<file path="src/rtl/bip_debug_tx_pkg.sv">
// -----------------------------------------------------------------------------
// bip_debug_tx_pkg
//   Shared definitions for the BIP debug report serializer: frame layout
//   constants and the serializer FSM state encoding.
// -----------------------------------------------------------------------------
package bip_debug_tx_pkg;

   localparam logic [7:0]  FRAME_HEADER = 8'hA5;
   localparam int unsigned FRAME_BYTES  = 5;

   typedef enum logic [1:0] {
      IDLE = 2'd0,
      SEND = 2'd1,
      WAIT = 2'd2,
      DONE = 2'd3
   } state_t;

endpackage

</file>
<file path="src/rtl/bip_debug_tx.sv">
// -----------------------------------------------------------------------------
// bip_debug_tx
//   Debug report serializer for the BIP processor. When the processor halts
//   (opcode returns to 0 after running) the final cycle count and accumulator
//   are snapshotted and sent as a 5-byte frame through an external UART TX:
//   A5, cnt[15:8], cnt[7:0], acc[15:8], acc[7:0]. One byte per handshake.
//
// Ports:
//   i_clock     system clock
//   i_reset     synchronous reset, active low
//   i_opcode    current decoded opcode, 0 = halt
//   i_cuenta    cycle count from the cycle counter
//   i_acc       accumulator value
//   i_tx_done   UART TX byte-finished pulse
//   o_tx_start  one-cycle pulse, UART TX loads o_tx_data
//   o_tx_data   byte to transmit
//   o_busy      frame in progress
//   o_done      one-cycle pulse, frame complete
// -----------------------------------------------------------------------------
module bip_debug_tx
   import bip_debug_tx_pkg::*;
#(
   parameter int unsigned CONTADOR_LENGTH = 11,
   parameter int unsigned DATA_LENGTH     = 16,
   parameter int unsigned OPCODE_LENGTH   = 5
) (
   input  logic                       i_clock,
   input  logic                       i_reset,
   input  logic [OPCODE_LENGTH-1:0]   i_opcode,
   input  logic [CONTADOR_LENGTH-1:0] i_cuenta,
   input  logic [DATA_LENGTH-1:0]     i_acc,
   input  logic                       i_tx_done,
   output logic                       o_tx_start,
   output logic [7:0]                 o_tx_data,
   output logic                       o_busy,
   output logic                       o_done
);

   localparam logic [2:0] IDX_LAST = 3'(FRAME_BYTES - 1);

   state_t      state, state_next;
   logic        running;
   logic [2:0]  idx;
   logic [2:0]  sel_idx;
   logic [15:0] cnt_q;
   logic [15:0] acc_q;
   logic [7:0]  tx_data_q;
   logic [7:0]  byte_sel;
   logic        trigger;
   logic        advance;

   // State register
   always_ff @(posedge i_clock) begin
      if (!i_reset) begin
         state <= IDLE;
      end else begin
         state <= state_next;
      end
   end

   // Next-state logic; the three status outputs depend on state only
   always_comb begin
      state_next = state;
      trigger    = 1'b0;
      advance    = 1'b0;
      o_tx_start = 1'b0;
      o_busy     = 1'b1;
      o_done     = 1'b0;
      case (state)
         IDLE: begin
            o_busy = 1'b0;
            if (running && (i_opcode == '0)) begin
               trigger    = 1'b1;
               state_next = SEND;
            end
         end
         SEND: begin
            o_tx_start = 1'b1;
            state_next = WAIT;
         end
         WAIT: begin
            if (i_tx_done) begin
               if (idx == IDX_LAST) begin
                  state_next = DONE;
               end else begin
                  advance    = 1'b1;
                  state_next = SEND;
               end
            end
         end
         DONE: begin
            o_done     = 1'b1;
            state_next = IDLE;
         end
         default: state_next = IDLE;
      endcase
   end

   // The data register is loaded on the edge that enters SEND, so the byte is
   // already on o_tx_data during the o_tx_start cycle and held through WAIT.
   // The header needs no snapshot, so the trigger edge can load it directly.
   always_comb begin
      sel_idx = advance ? 3'(idx + 3'd1) : 3'd0;
      case (sel_idx)
         3'd0:    byte_sel = FRAME_HEADER;
         3'd1:    byte_sel = cnt_q[15:8];
         3'd2:    byte_sel = cnt_q[7:0];
         3'd3:    byte_sel = acc_q[15:8];
         3'd4:    byte_sel = acc_q[7:0];
         default: byte_sel = '0;
      endcase
   end

   always_ff @(posedge i_clock) begin
      if (!i_reset) begin
         running   <= 1'b0;
         idx       <= '0;
         cnt_q     <= '0;
         acc_q     <= '0;
         tx_data_q <= '0;
      end else begin
         running <= (i_opcode != '0);
         if (trigger) begin
            idx       <= '0;
            cnt_q     <= 16'(i_cuenta);
            acc_q     <= 16'(i_acc);
            tx_data_q <= byte_sel;
         end else if (advance) begin
            idx       <= sel_idx;
            tx_data_q <= byte_sel;
         end
      end
   end

   assign o_tx_data = tx_data_q;

endmodule

</file>
<file path="config.mk">
export PLATFORM = sky130hd
export DESIGN_NAME = bip_debug_tx
export DESIGN_NICKNAME = d
export VERILOG_FILES = /design/src/rtl/bip_debug_tx_pkg.sv /design/src/rtl/bip_debug_tx.sv
export SDC_FILE = /design/constraint.sdc
export NUM_CORES = 1
export LEC_CHECK = 0
export BUFFER_PORTS_ARGS = -buffer_cell sky130_fd_sc_hd__buf_2
export CAP_MARGIN = 20
export CORE_UTILIZATION = 57
export DETAILED_ROUTE_END_ITERATION = 8
export GPL_TIMING_DRIVEN = 0
export PLACE_DENSITY_LB_ADDON = 0.05
export SLEW_MARGIN = 10
export SYNTH_ARGS = -nofsm -noshare
export SYNTH_HDL_FRONTEND = slang
export SYNTH_SLANG_ARGS = --single-unit
</file>
<file path="constraint.sdc">
create_clock -name i_clock -period 5.3 [get_ports i_clock]
set_input_delay 0.265 -clock i_clock [delete_from_list [all_inputs] [get_ports i_clock]]
set_output_delay 0.265 -clock i_clock [all_outputs]
set_load 0.01 [all_outputs]
</file>
# ---- Word level (Yosys, flattened, before mapping)
# Index checks and enable logic that the tools add are counted.
dict set report totals {
  ff_bits 41
  latchBits 0
  ramBits 0
  mem_bits_ro 0
  input_bits 35
  elab_cells 42
  n_memories 0
}
dict set report op_classes {
  n_addsub 1
  mul 0
  n_div 0
  order_cmp 0
  eq_ne 10
  shifts 0
  mux 16
  n_bitwise 1
  reduce_logical 8
}
# cell n
set ops {}
lappend ops {{$pmux W8 S5} 1}
lappend ops {{$mux W8} 2}
lappend ops {{$mux W1} 8}
lappend ops {{$pmux W2 S4} 1}
lappend ops {{$eq A3 B2 Y1 const B} 2}
lappend ops {{$eq A3 B3 Y1 const B} 2}
lappend ops {{$mux W2} 3}
lappend ops {{$logic_not A5 Y1} 1}
lappend ops {{$reduce_bool A5 Y1} 1}
lappend ops {{$eq A2 B2 Y1 const B} 2}
lappend ops {{$ne A2 B2 Y1 const B} 2}
lappend ops {{$add A3 B1 Y3 const B} 1}
lappend ops {{$eq A3 B1 Y1 const B} 1}
lappend ops {{$logic_not A3 Y1} 1}
lappend ops {{$mux W3} 1}
lappend ops {{$eq A2 B1 Y1 const B} 1}
lappend ops {{$logic_not A2 Y1} 1}
lappend ops {{$reduce_and A2 Y1} 1}
lappend ops {{$reduce_bool A2 Y1} 1}
lappend ops {{$reduce_or A2 Y1} 1}
lappend ops {{$logic_and A1 B1 Y1} 1}
lappend ops {{$not A1 Y1} 1}

# ---- Longest topological paths before layout
# Gate-level depths: netlist of run 1.
dict set report depth {
  word_depth 9
  ltp_mapped 10
}

# ---- Least setup slack after synthesis of run 1
# No wires, ideal clock.
dict set report synth_path {
  path_kind {register -> register}
  start {register idx[0]}
  end {register tx_data_q[0] (netlist: o_tx_data[0])}
  setup_time_ns 0.129
  arrival_ns 1.852
  required_time_ns 5.171
  slack_ns 3.320
  path_stages_with_launch 11
  path_cell_list {dfxtp_1 -> buf_2 -> buf_2 -> inv_1 -> ha_1 -> buf_2 -> inv_1 -> o21ai_0 -> a21oi_1 -> a2111oi_0 -> o2bb2ai_1}
}
dict set report synth_via {
  elab_chain_cells 9
}
# item line_no
set synth_lines {}
lappend synth_lines {{start, declared} bip_debug_tx.sv:43} ;# logic [2:0] idx;
lappend synth_lines {{start signal, assigned} bip_debug_tx.sv:129} ;# idx <= sel_idx;
lappend synth_lines {{$eq A3 B3 Y1} bip_debug_tx.sv:83} ;# if (idx == IDX_LAST) begin
lappend synth_lines {{$mux W1} bip_debug_tx.sv:83}
lappend synth_lines {{$mux W1} bip_debug_tx.sv:82} ;# if (i_tx_done) begin
lappend synth_lines {{$mux W1} bip_debug_tx.sv:69} ;# case (state)
lappend synth_lines {{$mux W3} bip_debug_tx.sv:103} ;# sel_idx = advance ? 3'(idx + 3'd1) : 3'd0;
lappend synth_lines {{$eq A3 B3 Y1 (tied with other cells)} bip_debug_tx.sv:104} ;# case (sel_idx)
lappend synth_lines {{$pmux W8 S5} bip_debug_tx.sv:104}
lappend synth_lines {{$mux W8} bip_debug_tx.sv:128} ;# end else if (advance) begin
lappend synth_lines {{$mux W8} bip_debug_tx.sv:123} ;# if (trigger) begin
lappend synth_lines {{end signal, assigned} bip_debug_tx.sv:127} ;# tx_data_q <= byte_sel;
lappend synth_lines {{end signal, assigned} bip_debug_tx.sv:130} ;# tx_data_q <= byte_sel;
lappend synth_lines {{end, declared} bip_debug_tx.sv:47} ;# logic [7:0] tx_data_q;
# Several ways; a longest one is shown, not always the timed one. The select of a mux whose other input is x is not followed.
# A chain may end at the register's enable or synchronous reset.

# ---- Final worst setup path of run 1
# Ends and elaborated chain as after synthesis.

==> results of run 1 <==
==> metal layers <==
| metal | up-vias | track usage [%] | routed length (um) |
|---|---|---|---|
| li1 | 877 | - | - |
| met2 | 43 | 41.6 | 2030 |
| met5 | - | 0 | 0 |
| met1 | 802 | 33.4 | 2070 |
| met4 | 0 | 10.2 | 72 |
| met3 | 9 | 4.97 | 190 |
==> cells by family after synthesis <==
logic type | Yosys count | synth area share (%)
flops | 41 | 40.1
compound gates | 57 | 23.7
fa+ha+maj | 2 | 1.22
mux | 6 | 3.12
buf+inv | 19 | 5.81
simple gates | 98 | 25.1
xor+xnor | 2 | 0.856
==> area by class of cell <==
cell class	instances	area share (%)
well taps	46	2.41
clock buffers	5	1.57
multi-input cells	165	46.4
plain buffers	14	4.20
repair buffers	44	9.24
flip-flops and latches	41	34.4
clock inverters	3	0.945
inverters	5	0.787
==> report_power, final <==
group	leakage (nW)	switching [W]	total (W)	internal, W
Sequential	0.331	0.00000160	0.000312	0.000311
Combinational	0.545	0.0000167	0.0000354	0.0000187
Clock	0.0352	0.000110	0.000163	0.0000526
Total	0.911	0.000128	0.000510	0.000382
==> critical path, delay by kind of cell, from the launching register on <==
family	cells	cell delay, ns
compound gates	4	0.92
buf+inv	5	0.83
fa+ha+maj	1	0.27
flops	1	0.36
==> registers in the layout, indices dropped and copies added (netlist names) <==
register / flops
running: 1
state: 2
acc_q: 16
cnt_q: 11
idx: 3
o_tx_data: 8
==> placed cells by master (no fill, tap or decap), types with 3 or more instances in the layout <==
cell	n
buf_2	47
nand2_1	42
dfxtp_1	41
nand2_2	20
a21boi_2	20
nor2_1	9
a21oi_1	8
a21boi_0	8
clkbuf_1	7
inv_1	5
nor3b_1	5
o21ai_0	5
a221oi_1	5
clkbuf_4	5
nand3_1	4
nand2b_1	4
and2_1	3
nor2b_1	3
mux2i_1	3
mux2_2	3
==> through the flow <==
| stage | utilization (%) | hold WS, ns | instance area, um2 | worst slack (ns) |
|---|---|---|---|---|
| final | 70.3 | 0.113 | 2380 | 2.78 |
| after global routing | 70.3 | 0.113 | 2380 | 2.59 |
| after CTS | 70.3 | 0.118 | 2380 | 2.79 |
| after detailed placement | 68.5 | 0.445 | 2320 | 2.85 |
| after global placement | 68.5 | 0.445 | 2320 | 2.84 |
| after floorplan | - | 0.398 | 2050 | 3.32 |
==> worst paths after layout <==
check	slack (ns)	end	from
hold / removal	0.11	acc_q[11]$_SDFFE_PN0P_	i_acc[11]
hold reg to reg	0.47	acc_q[11]$_SDFFE_PN0P_	acc_q[11]$_SDFFE_PN0P_
setup / recovery	2.78	o_tx_data[0]$_SDFFE_PN0P_	idx[0]$_SDFFE_PP0P_
setup reg to reg	2.78	o_tx_data[0]$_SDFFE_PN0P_	idx[0]$_SDFFE_PP0P_
==> impl_metrics.json, run 1 <==
{
  "slowest_stage": "a2111oi_0",
  "yosysMostFrequentCell": "nand2_1",
  "min_path_type": "input port to flip-flop",
  "multiInputGateArea_um2": 1110,
  "maxSlewViolCount": 0,
  "endpoint_kind": "flip-flop",
  "vias": 1731,
  "dp_hpwl_um": 3270,
  "yosys_register_bits": 41,
  "seqCellArea_um2": 821,
  "root_buffer": "clkbuf_4",
  "die_w_um": 61.9,
  "worstPathCellList": "buf_2 -> buf_2 -> inv_1 -> ha_1 -> buf_2 -> inv_1 -> o21ai_0 -> a21oi_1 -> a2111oi_0 -> o2bb2ai_1",
  "fmax_mhz": 397,
  "synth_common_cells": "nand2_1 (42), dfxtp_1 (41), a21boi_2 (20), nand2_2 (20), nor2_1 (9)",
  "drv_cap": 0,
  "io_pins": 46,
  "slew_headroom_pct": 59.3,
  "p_per_area_nw_per_um2": 214,
  "path_common_cell": "buf_2",
  "synth_edf_count": 0,
  "ys_top_cells_by_area": "dfxtp_1 (40%), a21boi_2 (11%), nand2_1 (7.7%)",
  "drt-pass1-iter-count": 5,
  "route.detailed.drc": 0,
  "rsz0062_at_grt": "false",
  "io_buffers": 44,
  "cts-resized-gates": 0,
  "hold_viol_final": 0,
  "cts-hold-fix-buffers": 0,
  "grt_antenna_before_repair": 0,
  "yosysWarnings": 0,
  "grt_pass1_vias": 1480,
  "start_util_pct": 60.4,
  "cts_buffers": 5,
  "cts-htree-levels": 2,
  "synth-async-reset-ratio_pct": 0,
  "crit_path_max_incr_delay_ns": 0.54,
  "nets": 313,
  "synth.top_cell.area_share_pct": 40.1,
  "path_max_fanout": 10,
  "grt_use_total_pct": 25.6,
  "antenna-diode-count": 0,
  "synth_top_cell_by_area": "dfxtp_1",
  "syn_area_per_cell_um2": 9.09,
  "dieArea_um2": 3830,
  "core_area_um2": 3390,
  "seq_area_frac_synth_pct": 40.1,
  "ir_drop_v": 0.000143,
  "num_rows": 21,
  "areaGrowthSynthToFinish_pct": 16.5,
  "grt_pass1_wl_um": 6880,
  "hold_depth": 3,
  "critPathArrivalTime_ns": 2.75,
  "leakage_nw": 0.911,
  "crit_type": "flip-flop to flip-flop",
  "synth_cell_type_count": 40,
  "syn_nets": 262,
  "reg2regPathDepth": 10,
  "cp-start-kind": "flip-flop",
  "viasPerCell": 5.36,
  "cts_setup_buffers": 0,
  "finClkSkew_ns": 0.0237,
  "grt_max_degree": 15,
  "postSynthCellCount": 225,
  "drtAntennaViolNets": 0,
  "clock_path_buffers": 2,
  "drtIter0Drc": 69,
  "fillCellCount": 298,
  "dp_cells": 315,
  "worstPathRequired_ns": 5.53,
  "worstMarginPinSlew_ns": 0.595,
  "cts_tree": "yes",
  "gp_congestion": 0.875,
  "outcome": "finished clean",
  "drive_gt1_share_pct": 37.9,
  "fin_cells": 323,
  "avgRoutedWirePerCell_um": 13.5,
  "total_power_w": 0.000510,
  "finalCritPeriodShare_pct": 47.5,
  "overflow": 0,
  "timing.final.setup_violations": 0,
  "finalWirelength_um": 4360,
  "syn-cell-area_um2": 2050,
  "cts.clk_slew.worst_paths_ns": 0.14,
  "fin_setup_tns_ns": 0,
  "insertion_delay_ns": 0.37,
  "numClockSinks": 41,
  "die-height_um": 61.9,
  "ys.flop_type": "dfxtp_1",
  "min_period_ns": 2.52
}
Note: power is estimated with default switching activity, not from simulation.
==> run 2, diff against run 1 <==
--- a/config.mk
+++ b/config.mk
@@ -7,7 +7,7 @@
 export LEC_CHECK = 0
 export BUFFER_PORTS_ARGS = -buffer_cell sky130_fd_sc_hd__buf_2
 export CAP_MARGIN = 20
-export CORE_UTILIZATION = 57
+export CORE_UTILIZATION = 53
 export DETAILED_ROUTE_END_ITERATION = 8
 export GPL_TIMING_DRIVEN = 0
 export PLACE_DENSITY_LB_ADDON = 0.05
==> constraint.sdc (replaced) <==
create_clock -name i_clock -period 2.5 [get_ports i_clock]
set_input_delay 0.125 -clock i_clock [delete_from_list [all_inputs] [get_ports i_clock]]
set_output_delay 0.125 -clock i_clock [all_outputs]
set_load 0.01 [all_outputs]
==> impl_metrics.json, run 2 (synthesis results as in run 1) <==
{
  "grt_max_degree": 14,
  "swShare_pct": 20.9,
  "grt_antenna_before_repair": 0,
  "gp_congestion": 0.885,
  "grt_pass1_wl_um": 7440,
  "num_rows": 22,
  "endpoint_kind": "flip-flop",
  "maxSlewViolCount": 0,
  "worstPathRequired_ns": 2.68,
  "busiest_layer": "met2",
  "p_clk_share_pct": 43.0,
  "finalWirelength_um": 4180,
  "drtIter0Drc": 85,
  "numClockSinks": 41,
  "p_per_area_nw_per_um2": 525,
  "rsz0062_at_grt": "false",
  "finalCritPeriodShare_pct": 90.4,
  "slowest_stage": "dfxtp_1",
  "leakage_nw": 0.935,
  "nets": 313,
  "switchingPower_w": 0.000270,
  "min_path_type": "input port to flip-flop",
  "fin_setup_tns_ns": 0,
  "cts_tree": "yes",
  "overflow": 0,
  "largest_reg_flops": 16,
  "clock_path_buffers": 2,
  "cts_setup_buffers": 0,
  "combPwrFrac_pct": 5.8,
  "path_common_cell": "buf_2",
  "fillCellCount": 337,
  "worstMarginPinSlew_ns": 0.458,
  "grt_pass1_vias": 1665,
  "final_common_cell": "buf_2",
  "vias": 1690,
  "crit_path_max_incr_delay_ns": 0.33,
  "hold_ws_ns": 0.0605,
  "timing.final.setup_violations": 0,
  "cts-htree-levels": 2,
  "cts.clk_slew.worst_paths_ns": 0.08,
  "fmax_mhz": 442,
  "hold_viol_final": 0,
  "drtAntennaViolNets": 0,
  "max_flop_register": "acc_q",
  "antenna-diode-count": 0,
  "avgRoutedWirePerCell_um": 12.9,
  "io_buffers": 44,
  "met2_usage_pct": 39.5,
  "grt_use_total_pct": 23.7,
  "die_w_um": 64.1,
  "intPower_w": 0.00102,
  "root_buffer": "clkbuf_8",
  "min_period_ns": 2.26,
  "drt-pass1-iter-count": 4,
  "dp_hpwl_um": 3140,
  "core_area_um2": 3690,
  "outcome": "finished clean",
  "grtUsageMet1_pct": 29.8,
  "drv_cap": 0,
  "gr-usage-met3_pct": 5.00,
  "die-height_um": 64.1,
  "finClkSkew_ns": 0.00508,
  "route.detailed.drc": 0,
  "crit_type": "flip-flop to flip-flop",
  "drive_gt1_share_pct": 38.6,
  "critPathArrivalTime_ns": 2.44,
  "io_pins": 46,
  "cts_buffers": 5,
  "viasPerCell": 5.20,
  "start_util_pct": 55.5,
  "ir_drop_v": 0.000338,
  "layout_common_cells": "buf_2 (46), nand2_1 (42), dfxtp_1 (41)",
  "cts-hold-fix-buffers": 0,
  "worstPathCellList": "buf_2 -> clkbuf_4 -> inv_1 -> ha_1 -> buf_2 -> nor2b_1 -> a22oi_1 -> o21ai_0 -> a221oi_1 -> o2bb2ai_1",
  "slew_headroom_pct": 69.5,
  "path_max_fanout": 10,
  "insertion_delay_ns": 0.30,
  "areaGrowthSynthToFinish_pct": 20.3,
  "p_seq_share_pct": 51.2,
  "cp-start-kind": "flip-flop",
  "cts-resized-gates": 0,
  "dieArea_um2": 4110
}
-- run 2: per-stage QoR --
| stage | utilization [%] | setup slack [ns] | power [W] | std cells | cell area [um2] |
|---|---|---|---|---|---|
| 6_report | 66.7 | 0.240 | 0.00129 | 325 | 2460 |
| 5_1_grt | 66.7 | 0.0366 | 0.00134 | 325 | 2460 |
| 4_1_cts | 66.3 | 0.0833 | 0.00130 | 325 | 2450 |
| 3_5_place_dp | 63.1 | 0.121 | 0.000752 | 317 | 2330 |
| 3_3_place_gp | 63.1 | 0.115 | 0.000751 | 317 | 2330 |
| 2_1_floorplan | - | 0.520 | 0.000711 | 225 | 2050 |
-- run 2: power groups by stage --
| stage | Combinational [W] | Sequential [W] | Clock, W |
|---|---|---|---|
| floorplan | 0.0000344 | 0.000677 | 0 |
| global placement | 0.0000738 | 0.000677 | 0 |
| detailed placement | 0.0000749 | 0.000677 | 0 |
| CTS | 0.0000753 | 0.000661 | 0.000562 |
| global route | 0.0000822 | 0.000662 | 0.000595 |
| finish | 0.0000745 | 0.000661 | 0.000556 |
-- run 2: cell type report --
type,instances,area (um2),share of cell area [%]
Clock inverter,2,37.5,1.53
Buffer,14,103,4.17
Sequential cell,41,821,33.4
Inverter,5,18.8,0.763
Timing Repair Buffer,44,220,8.95
Tap cell,48,60.1,2.44
Multi-Input combinational cell,165,1120,45.4
Clock buffer,6,82.6,3.36
-- run 2: path summary, 6_finish.rpt --
kind	startpoint	endpoint	slack, ns	depth (start not counted)
worst max-delay path	idx[0]$_SDFFE_PP0P_	o_tx_data[2]$_SDFFE_PN0P_	0.24	10
worst min register to register	acc_q[15]$_SDFFE_PN0P_	acc_q[15]$_SDFFE_PN0P_	0.46	2
worst min-delay path	i_acc[14]	acc_q[14]$_SDFFE_PN0P_	0.06	3
worst max register to register	idx[0]$_SDFFE_PP0P_	o_tx_data[2]$_SDFFE_PN0P_	0.24	10
-- run 2: routing by layer --
metal,vias to the layer above,share of wire (%)
met5,-,0
met4,0,1.5
met3,7,3.3
met2,30,47
met1,773,48
li1,880,-
-- run 2: worst max-delay path, delay by kind of cell (launching register included) --
kind,cells,cell delay [ns]
buf+inv,4,0.67
compound gates,4,0.71
fa+ha+maj,1,0.27
flops,1,0.33
simple gates,1,0.15
